File: src/rtl/data_mem_access.sv
// Memory-stage load/store unit: turns a datapath load/store into one valid/ready bus
// transaction, stalls the core until it completes and returns lane-formatted load data.
module data_mem_access #(
    parameter int unsigned TIMEOUT_CYCLES = 255
) (
    input  logic        i_clk,
    input  logic        i_rst_n,
    input  logic        i_req_read,
    input  logic        i_req_write,
    input  logic [1:0]  i_size,
    input  logic        i_sign_ext,
    input  logic [31:0] i_addr,
    input  logic [31:0] i_wdata,
    output logic [31:0] o_rdata,
    output logic        o_stall,
    output logic        o_fault,
    output logic        o_bus_valid,
    output logic        o_bus_we,
    output logic [31:0] o_bus_addr,
    output logic [31:0] o_bus_wdata,
    output logic [3:0]  o_bus_be,
    input  logic        i_bus_ready,
    input  logic [31:0] i_bus_rdata
);

    // state  | meaning
    // S_IDLE | waiting for a load/store; illegal requests fault here
    // S_REQ  | bus_valid asserted, waiting for bus_ready or timeout
    // S_DONE | one cycle where the core advances; request inputs ignored
    typedef enum logic [1:0] {
        S_IDLE = 2'd0,
        S_REQ  = 2'd1,
        S_DONE = 2'd2
    } state_t;

    localparam logic [7:0] TC_LAST = 8'(TIMEOUT_CYCLES - 1);

    state_t      r_state;
    state_t      w_state_nxt;
    logic [7:0]  r_cnt;
    logic        r_timeout;
    logic        r_we;
    logic [1:0]  r_size;
    logic        r_sign_ext;
    logic [1:0]  r_lsb;
    logic [31:0] r_bus_addr;
    logic [31:0] r_bus_wdata;
    logic [3:0]  r_bus_be;
    logic [31:0] r_rdata;

    logic        w_req;
    logic        w_illegal;
    logic [3:0]  w_be;
    logic [31:0] w_wdata_rep;
    logic [7:0]  w_lane_byte;
    logic [15:0] w_lane_half;
    logic [31:0] w_load_fmt;
    logic        w_accept;
    logic        w_handshake;
    logic        w_expire;
    logic        w_stall;
    logic        w_fault;

    // Request decode and store lane steering
    always_comb begin
        w_req       = i_req_read | i_req_write;
        w_illegal   = (i_req_read & i_req_write)
                    | (i_size == 2'b11)
                    | ((i_size == 2'b01) & i_addr[0])
                    | ((i_size == 2'b10) & (i_addr[1:0] != 2'b00));
        w_be        = 4'b1111;
        w_wdata_rep = i_wdata;
        case (i_size)
            2'b00: begin
                w_be        = 4'b0001 << i_addr[1:0];
                w_wdata_rep = {4{i_wdata[7:0]}};
            end
            2'b01: begin
                w_be        = i_addr[1] ? 4'b1100 : 4'b0011;
                w_wdata_rep = {2{i_wdata[15:0]}};
            end
            default: begin
                w_be        = 4'b1111;
                w_wdata_rep = i_wdata;
            end
        endcase
    end

    // Load lane selection uses the offset latched at acceptance, not the live address
    always_comb begin
        w_lane_byte = i_bus_rdata[7:0];
        case (r_lsb)
            2'd0: w_lane_byte = i_bus_rdata[7:0];
            2'd1: w_lane_byte = i_bus_rdata[15:8];
            2'd2: w_lane_byte = i_bus_rdata[23:16];
            2'd3: w_lane_byte = i_bus_rdata[31:24];
            default: w_lane_byte = i_bus_rdata[7:0];
        endcase
        w_lane_half = r_lsb[1] ? i_bus_rdata[31:16] : i_bus_rdata[15:0];
        case (r_size)
            2'b00:   w_load_fmt = {{24{r_sign_ext & w_lane_byte[7]}}, w_lane_byte};
            2'b01:   w_load_fmt = {{16{r_sign_ext & w_lane_half[15]}}, w_lane_half};
            default: w_load_fmt = i_bus_rdata;
        endcase
    end

    always_comb begin
        w_state_nxt = r_state;
        w_stall     = 1'b0;
        w_fault     = 1'b0;
        w_accept    = 1'b0;
        w_handshake = 1'b0;
        w_expire    = 1'b0;
        case (r_state)
            S_IDLE: begin
                if (w_req) begin
                    if (w_illegal) begin
                        w_fault = 1'b1;
                    end else begin
                        w_stall     = 1'b1;
                        w_accept    = 1'b1;
                        w_state_nxt = S_REQ;
                    end
                end
            end
            S_REQ: begin
                w_stall = 1'b1;
                if (i_bus_ready) begin
                    w_handshake = 1'b1;
                    w_state_nxt = S_DONE;
                end else if (r_cnt == TC_LAST) begin
                    w_expire    = 1'b1;
                    w_state_nxt = S_DONE;
                end
            end
            S_DONE: begin
                w_fault     = r_timeout;
                w_state_nxt = S_IDLE;
            end
            default: w_state_nxt = S_IDLE;
        endcase
    end

    always_ff @(posedge i_clk or negedge i_rst_n) begin
        if (!i_rst_n) begin
            r_state <= S_IDLE;
        end else begin
            r_state <= w_state_nxt;
        end
    end

    always_ff @(posedge i_clk or negedge i_rst_n) begin
        if (!i_rst_n) begin
            r_cnt     <= 8'd0;
            r_timeout <= 1'b0;
        end else if (r_state == S_REQ) begin
            if (!i_bus_ready) begin
                r_cnt <= r_cnt + 8'd1;
            end
            if (w_expire) begin
                r_timeout <= 1'b1;
            end
        end else begin
            r_cnt     <= 8'd0;
            r_timeout <= 1'b0;
        end
    end

    // Bus request fields are captured once so they stay stable for the whole REQ phase
    always_ff @(posedge i_clk or negedge i_rst_n) begin
        if (!i_rst_n) begin
            r_we        <= 1'b0;
            r_size      <= 2'b00;
            r_sign_ext  <= 1'b0;
            r_lsb       <= 2'b00;
            r_bus_addr  <= 32'd0;
            r_bus_wdata <= 32'd0;
            r_bus_be    <= 4'd0;
        end else if (w_accept) begin
            r_we        <= i_req_write;
            r_size      <= i_size;
            r_sign_ext  <= i_sign_ext;
            r_lsb       <= i_addr[1:0];
            r_bus_addr  <= {i_addr[31:2], 2'b00};
            r_bus_wdata <= w_wdata_rep;
            r_bus_be    <= w_be;
        end
    end

    always_ff @(posedge i_clk or negedge i_rst_n) begin
        if (!i_rst_n) begin
            r_rdata <= 32'd0;
        end else if (!r_we) begin
            if (w_handshake) begin
                r_rdata <= w_load_fmt;
            end else if (w_expire) begin
                r_rdata <= 32'd0;
            end
        end
    end

    assign o_stall     = w_stall & i_rst_n;
    assign o_fault     = w_fault & i_rst_n;
    assign o_bus_valid = (r_state == S_REQ);
    assign o_bus_we    = r_we;
    assign o_bus_addr  = r_bus_addr;
    assign o_bus_wdata = r_bus_wdata;
    assign o_bus_be    = r_bus_be;
    assign o_rdata     = r_rdata;

endmodule

File: config.mk
export PLATFORM = sky130hd
export DESIGN_NAME = data_mem_access
export DESIGN_NICKNAME = d
export VERILOG_FILES = /design/src/rtl/data_mem_access.sv
export SDC_FILE = /design/constraint.sdc
export NUM_CORES = 1
export LEC_CHECK = 0
export ABC_CLOCK_PERIOD_IN_PS = 1800
export BUFFER_PORTS_ARGS = -buffer_cell sky130_fd_sc_hd__buf_4
export CAP_MARGIN = 20
export CELL_PAD_IN_SITES_DETAIL_PLACEMENT = 1
export CELL_PAD_IN_SITES_GLOBAL_PLACEMENT = 1
export CORE_UTILIZATION = 34
export CTS_CLUSTER_DIAMETER = 100
export DETAILED_ROUTE_END_ITERATION = 10
export PLACE_DENSITY_LB_ADDON = 0.05
export SETUP_SLACK_MARGIN = 0.05
export SLEW_MARGIN = 20
export SYNTH_ARGS = -nofsm -noshare
export SYNTH_HDL_FRONTEND = slang
export SYNTH_SLANG_ARGS = --single-unit
File: constraint.sdc
create_clock -name i_clk -period 1.8 [get_ports i_clk]
set_clock_uncertainty 0.2 [all_clocks]
set_input_delay 0.09 -clock i_clk [delete_from_list [all_inputs] [get_ports i_clk]]
set_output_delay 0.09 -clock i_clk [all_outputs]
set_load 0.005 [all_outputs]
==> results of run 1 <==
[synthesized netlist by cell type, types with 2 or more instances]
library cell  instances  share of area, %
buf_1                 6              0.42
a21oi_1              15               1.4
nand3_1               8              0.75
a21o_1                8               1.1
nand2_1              37               2.6
buf_2                 9              0.85
inv_1                12              0.85
ha_1                  2              0.47
nor3_1                3              0.28
dfrtp_1             115                54
clkbuf_1             16               1.1
a221oi_1             15               2.5
mux2_1               50                11
nand4_1               2              0.23
nand2b_1             19               2.2
mux2i_1              32               6.0
xnor2_1               2              0.33
nor2b_1               3              0.35
o22ai_1               7              0.82
buf_4                 3              0.42
nor2_1               22               1.6
nor3b_1               4              0.56
o21ai_1              28               2.6
o21ai_0               3              0.28
a221o_1              16               3.0
mux2_2                2              0.42
xor2_1                5              0.82
[kinds of logic after synthesis]
group / share of synthesized area [%]
XOR/XNOR: 1.151
AND/OR/NAND/NOR: 9.540
adder cells (fa/ha/maj): 0.4698
buffers and inverters: 3.736
AO/OA/AOI/OAI: 13.56
flip-flops: 54.04
multiplexers: 17.43
other: 0.07042
[final cells by class]
| cell class | instances | share of cell area [%] |
|---|---|---|
| clock inverters | 15 | 2.358 |
| clock buffers | 17 | 4.333 |
| repair buffers | 365 | 33.38 |
| multi-input cells | 305 | 27.30 |
| repair inverters | 1 | 0.07647 |
| inverters | 13 | 0.5480 |
| flip-flops and latches | 115 | 29.31 |
| well taps | 211 | 2.689 |
[power groups by stage]
stage / registers, mW / logic [mW] / clock network [mW]
6_report: 4.24 / 5.01 / 3.77
5_1_grt: 4.35 / 5.35 / 3.92
4_1_cts: 4.16 / 4.11 / 3.82
3_3_place_gp: 4.14 / 3.76 / 0
2_1_floorplan: 4.16 / 1.49 / 0
3_5_place_dp: 4.19 / 3.85 / 0
[layer usage]
layer | part of all wire (%) | vias up | GRT usage [%] | wire, um
met5 | 0.061 | - | 0 | 13
met3 | 5.8 | 28 | 6.658 | 1244
met2 | 50 | 185 | 41.27 | 10740
met1 | 42 | 2680 | 28.14 | 8836
li1 | - | 2379 | - | -
met4 | 2.1 | 2 | 9.734 | 442
[timing repair]
item,4_1_cts,5_1_grt
gates cloned,1,15
hold endpoints to repair,216,0
endpoints found under the setup margin,55,84
hold buffers,103,0
pin swaps,9,8
resized for setup,9,109
setup buffers,4,12
[worst max-delay path by stage]
stage,end,slack (ps),cells after the start
2_1_floorplan,o_rdata[16],-130,8
3_3_place_gp,o_rdata[13],-60,7
3_5_place_dp,o_rdata[13],-130,7
4_1_cts,o_stall,-190,6
5_1_grt,o_stall,-300,6
6_report,o_stall,-180,6
[worst max-delay path, stage by stage, from the launching register on]
cell and delay, ps:
dfrtp_1 400, nor2_1 120, o211ai_1 150, buf_4 180, nor2b_4 120, nor3b_2 170
buf_4 140
[sequential cells by signal, indices dropped and copies added (netlist names)]
register	flops
o_bus_be	4
r_size	2
o_bus_we	1
r_timeout	1
r_cnt	8
o_rdata	32
r_lsb	2
r_state	2
o_bus_addr	30
o_bus_wdata	32
r_sign_ext	1
[through the flow]
step	worst slack, ps	instance area (sq um)	power, mW	hold slack, ps	setup TNS, ps
2_1_floorplan	-127.2	5379	5.649	-405.6	-2452
3_3_place_gp	-60.83	7286	7.899	-305.1	-1432
3_5_place_dp	-133.7	7286	8.041	-304.5	-3626
4_1_cts	-194.0	9042	12.09	11.28	-4522
5_1_grt	-304.5	9817	13.63	26.09	-9778
6_report	-180.7	9817	13.03	-2.805	-3029
==> summary.md, run 1 <==
| Metric | Value |
|---|---|
| Status | finished, violations left |
| Failing checks | hold timing, setup timing |
| Arrival time worst endpoint | 1690 ps |
| Most frequent cells in the layout | buf_4 (235), dfrtp_1 (115), dlygate4sd3_1 (102) |
| Clk root buf | clkbuf_16 |
| Total congestion overflow | 0 |
| Worst-margin pin slew | 636.5 ps |
| Power Dens Cells | 1327 nW/um^2 |
| Relative slew slack | 57.57% |
| Final period utilization | 110.0% |
| Die Footprint | 16170 sq um |
| N_diodes | 0 |
| Cell count after synthesis | 463 |
| TritonCTS clock tree | done |
| Synth Register Bits | 115 |
| Sequential Area | 2878 sq um |
| Vias post-DR | 5274 |
| Antenna-violating nets left | 0 |
| Asr flop ratio synth | 100.0% |
| Max cap viols | 0 |
| Post-DP HPWL | 11.87 mm |
| P_leak | 4.858 nW |
| Routability cong. | 0.7759 |
| Layout cells sized above 1 | 46.93% |
| Cell-internal power | 9.007 mW |
| Min cycle time layout | 1981 ps |
| Sequential power share | 32.6% |
| Top_reg_cell synth | dfrtp_1 |
| Max Fclk | 504.9 MHz |
| Largest net degree at the start of global routing | 115 |
| Post-synthesis cell type count | 46 |
| Commonest non-fill, non-tap cell in the layout | buf_4 |
| Slew Viols, Final | 0 |
| Max VDD drop | 0.7363 mV |
| Logic pwr share | 38.5% |
| Htree depth | 4 |
| Unrepaired setup endpoints after global routing | yes |
| DR DRC count | 0 |
| Reg clk slew, reported paths | 60 ps |
| Clk pwr share | 29.0% |
| Hold Slack | -2.805 ps |
| Area grow syn2layout | 84.35% |
| Worst reg2reg setup slack | -130 ps |
| Crit start category | flip-flop |
| Vias per cell | 5.061 |
| Routed wire length | 21.28 mm |
| Finished Layout Cells | 1042 |
| First-pass GRT wire length | 29.64 mm |
| Capturing point of the worst reg2reg path | o_rdata[8] |
| Peak fanout along the critical path | 3 |
| Initial antenna violation count | 1 |
| Synthesized area | 5325 sq um |
| First DRT Iteration DRCs | 196 |
| Worst min path class | primary input to flip-flop |
| Psw | 4.020 mW |
| Maximum buffer depth of the clock tree | 2 |
| TritonCTS Sinks | 115 |
| Setup WS post-layout | -180.7 ps |
| Die Span Y | 127.2 um |
| Area of the core | 15260 sq um |
| CP endpoint kind | output port |
| Horizontal die dimension | 127.2 um |
| Initial core utilization | 34.90% |
| Critical path origin | r_state[1] |
| GRT Util Overall | 23.92% |
| Worst Reg-to-Reg Cells | 5 |
| # rows | 45 |
| Post-Syn Area per Cell | 11.50 sq um |
| Seq/Total Area, Yosys | 54.04% |
| IO buf count | 205 |
| Critical path required time | 1510 ps |
| NumNets Final | 924 |
| Footprint of the multi-input gates | 2680 sq um |
| Critical path class | flip-flop to output port |
| Hold EP | o_bus_we |
| Drt pass-1 iters | 4 |
| Wirelength per Cell | 20.42 um |
| CTS buffer count | 17 |
| Vias in the first global route | 5589 |
| Placed cells | 877 |
| Hold Path Depth | 3 |
| Hold_sp | i_req_write |
| Net Sw Frac | 30.86% |
| Number of flops mapped to enable cells by yosys | 0 |
| # fillers | 1548 |
| Final Hold Fails | 1 |
| # setup viols final | 42 |
| Util after Layout | 64.34% |
| Clock network latency to the later pin of the worst-skew pair | 410 ps |
| FF-to-FF Start | r_lsb[1] |
| Synth Warn # | 0 |
| IO Count | 208 |
Power figures use the tool's default switching activity.
==> run 2: changes to the inputs <==
--- a/config.mk
+++ b/config.mk
@@ -12,6 +12,7 @@
 export CELL_PAD_IN_SITES_GLOBAL_PLACEMENT = 1
 export CORE_UTILIZATION = 34
 export CTS_CLUSTER_DIAMETER = 100
+export CTS_CLUSTER_SIZE = 10
 export DETAILED_ROUTE_END_ITERATION = 10
 export PLACE_DENSITY_LB_ADDON = 0.05
 export SETUP_SLACK_MARGIN = 0.05
@@ -19,3 +20,4 @@
 export SYNTH_ARGS = -nofsm -noshare
 export SYNTH_HDL_FRONTEND = slang
 export SYNTH_SLANG_ARGS = --single-unit
+export TNS_END_PERCENT = 20
==> run 2 against run 1 <==
  * The run still ends with hold timing, setup timing left
  * Wire length decreased by 9.6%
  * Die area stayed put
  * Largest cell class unchanged
  * Combinational power down 10%
==> summary.md, run 2 (synthesis results as in run 1) <==
| Metric | Value |
|---|---|
| Final period utilization | 108.0% (-2.0 points) |
| Horizontal die dimension | 127.2 um (unchanged) |
| Crit start category | flip-flop |
| Die Span Y | 127.2 um (unchanged) |
| Routed wire length | 19.24 mm (-9.6%) |
| Antenna-violating nets left | 0 (unchanged) |
| Critical path class | flip-flop to output port |
| # setup viols final | 26 (-38%) |
| Tot Pwr | 11.84 mW (-9.1%) |
| Status | finished, violations left |
| Worst min path class | primary input to flip-flop |
| Worst reg2reg setup slack | -100 ps (+30 ps) |
| Vias per cell | 4.995 (-1.3%) |
| Total congestion overflow | 0 (unchanged) |
| Layout cells sized above 1 | 39.56% (-7.4 points) |
| Critical path origin | r_state[1] |
| First DRT Iteration DRCs | 182 (-7.1%) |
| Initial core utilization | 34.90% (unchanged) |
| Final Hold Fails | 1 (unchanged) |
| Met3 WL | 1.253 mm (+0.72%) |
| CP endpoint | o_stall |
| TritonCTS Sinks | 115 (unchanged) |
| Hold_sp | i_size[0] |
| Final Cell Area | 9293 sq um (-5.3%) |
| FF-to-FF Start | r_lsb[1] |
| Htree depth | 4 (unchanged) |
| IO buf count | 205 (unchanged) |
| Footprint of the multi-input gates | 2486 sq um (-7.2%) |
| Vias post-DR | 5145 (-2.4%) |
| Placed inst area | 7397 sq um (+1.5%) |
| Hold Slack | -256.8 ps (-254.0 ps) |
| Commonest non-fill, non-tap cell in the layout | buf_4 |
| Setup WS post-layout | -144.0 ps (+36.68 ps) |
| Power Dens Cells | 1274 nW/um^2 (-4.0%) |
| N_diodes | 0 (unchanged) |
| Place WS | -108.0 ps (+25.76 ps) |
| Capturing point of the worst reg2reg path | o_rdata[29] |
| Critical path required time | 1510 ps (about the same) |
| Wirelength per Cell | 18.67 um (-8.6%) |
| Max Fclk | 514.4 MHz (+1.9%) |
| Routability cong. | 0.7819 (+0.77%) |
| Most frequent cells in the layout | buf_4 (243), dfrtp_1 (115), dlygate4sd3_1 (99) |
| Unrepaired setup endpoints after global routing | yes |
| Drt pass-1 iters | 4 (unchanged) |
| Max cap viols | 0 (unchanged) |
| CTS buffer count | 17 (unchanged) |
| Area of the core | 15260 sq um (unchanged) |
| DR DRC count | 0 (unchanged) |
| # fillers | 1602 (+3.5%) |
| Post-DP HPWL | 12.15 mm (+2.4%) |
| Met2 routed WL | 9.817 mm (-8.6%) |
| Clk root buf | clkbuf_16 |
| IO Count | 208 (unchanged) |
| Clock network latency to the later pin of the worst-skew pair | 420 ps (about the same) |
| # rows | 45 (unchanged) |
| Vias in the first global route | 5533 (-1.0%) |
| TritonCTS clock tree | done |
| Max VDD drop | 0.6454 mV (-12%) |
| Die Footprint | 16170 sq um (unchanged) |
| Peak fanout along the critical path | 3 (unchanged) |
| Worst-margin pin slew | 682.6 ps (+46.12 ps) |
| Sequential Area | 2878 sq um (unchanged) |
| Slew Viols, Final | 0 (unchanged) |
| P_leak | 4.493 nW (-7.5%) |
| Worst Reg-to-Reg Cells | 5 (unchanged) |
| CP endpoint kind | output port |
| Min cycle time layout | 1944 ps (-36.68 ps) |
| GRT Util Overall | 24.17% (+0.24 points) |
| Reg clk slew, reported paths | 50 ps (about the same) |
| Area grow syn2layout | 74.51% |
| Top Layer Used | met5 |
| NumNets Final | 913 (-1.2%) |
| Util after Layout | 60.90% (-3.4 points) |
| Failing checks | hold timing, setup timing |
| Maximum buffer depth of the clock tree | 2 (unchanged) |
| Hold_buf cts | 100 (-2.9%) |
| Relative slew slack | 54.49% (-3.1 points) |
| Arrival time worst endpoint | 1650 ps (-40 ps) |
| Initial antenna violation count | 1 (unchanged) |
| Largest net degree at the start of global routing | 116 (+0.87%) |
| Routed met1 length | 7.714 mm (-13%) |
| First-pass GRT wire length | 29.70 mm (+0.21%) |
==> run 2: changes by cell type in the layout (fill, tap and decap cells not counted), sizes merged <==
cell         change
buf              -1
bufinv           -4
clkbuf           +5
clkinv           -5
clkinvlp         -2
dlygate4sd3      -3
inv              -1
nand2b           -1
==> run 2: report_power, final <==
| group | leakage, nW | total (mW) | internal, mW | switching (mW) |
|---|---|---|---|---|
| logic | 2.79 | 4.49 | 2.64 | 1.84 |
| clock network | 0.267 | 3.18 | 2.03 | 1.15 |
| registers | 1.43 | 4.17 | 3.54 | 0.631 |
| total | 4.49 | 11.8 | 8.21 | 3.63 |
==> run 2: per-layer routing <==
metal  up-vias  track usage, %
met1      2565           27.22
met5         -               0
met2       186           42.95
li1       2360               -
met4         2           10.57
met3        32           6.491
==> run 2: timing repair <==
| action | CTS | global route |
|---|---|---|
| resized for setup | 18 | 32 |
| pin swaps | 14 | 5 |
| cloned | 0 | 5 |
| buffers inserted | 6 | 2 |
| endpoints found under the hold margin | 215 | 1 |
| setup endpoints to repair | 36 | 101 |
==> run 2: critical path: stages (launching register included) <==
cell	delay (ps)
dfrtp_1	400
nor2_1	120
o211ai_1	130
buf_4	170
nor2b_4	120
nor3b_2	160
buf_4	140
==> run 2: per-stage QoR <==
| step | TNS [ps] | cells |
|---|---|---|
| 6_report | -1696 | 1030 |
| 5_1_grt | -5348 | 1030 |
| 4_1_cts | -2652 | 1025 |
| 3_5_place_dp | -2139 | 888 |
| 3_3_place_gp | -1156 | 888 |
| 2_1_floorplan | -2707 | 464 |
==> run 2: area by class of cell <==
| class | instances | share of cell area, % |
|---|---|---|
| repair buffers | 356 | 32.96 |
| clock inverters | 4 | 0.5116 |
| multi-input cells | 304 | 26.75 |
| inverters | 13 | 0.5520 |
| well taps | 211 | 2.841 |
| clock buffers | 27 | 5.413 |
| flip-flops and latches | 115 | 30.97 |
==> run 2: how the worst min path moves through the flow <==
| stage | endpoint | cells after the start |
|---|---|---|
| 3_5_place_dp | r_sign_ext | 2 |
| 3_3_place_gp | r_sign_ext | 2 |
| 5_1_grt | r_size[0] | 2 |
| 2_1_floorplan | o_bus_addr[10] | 0 |
| 4_1_cts | r_size[0] | 2 |
| 6_report | r_size[0] | 2 |
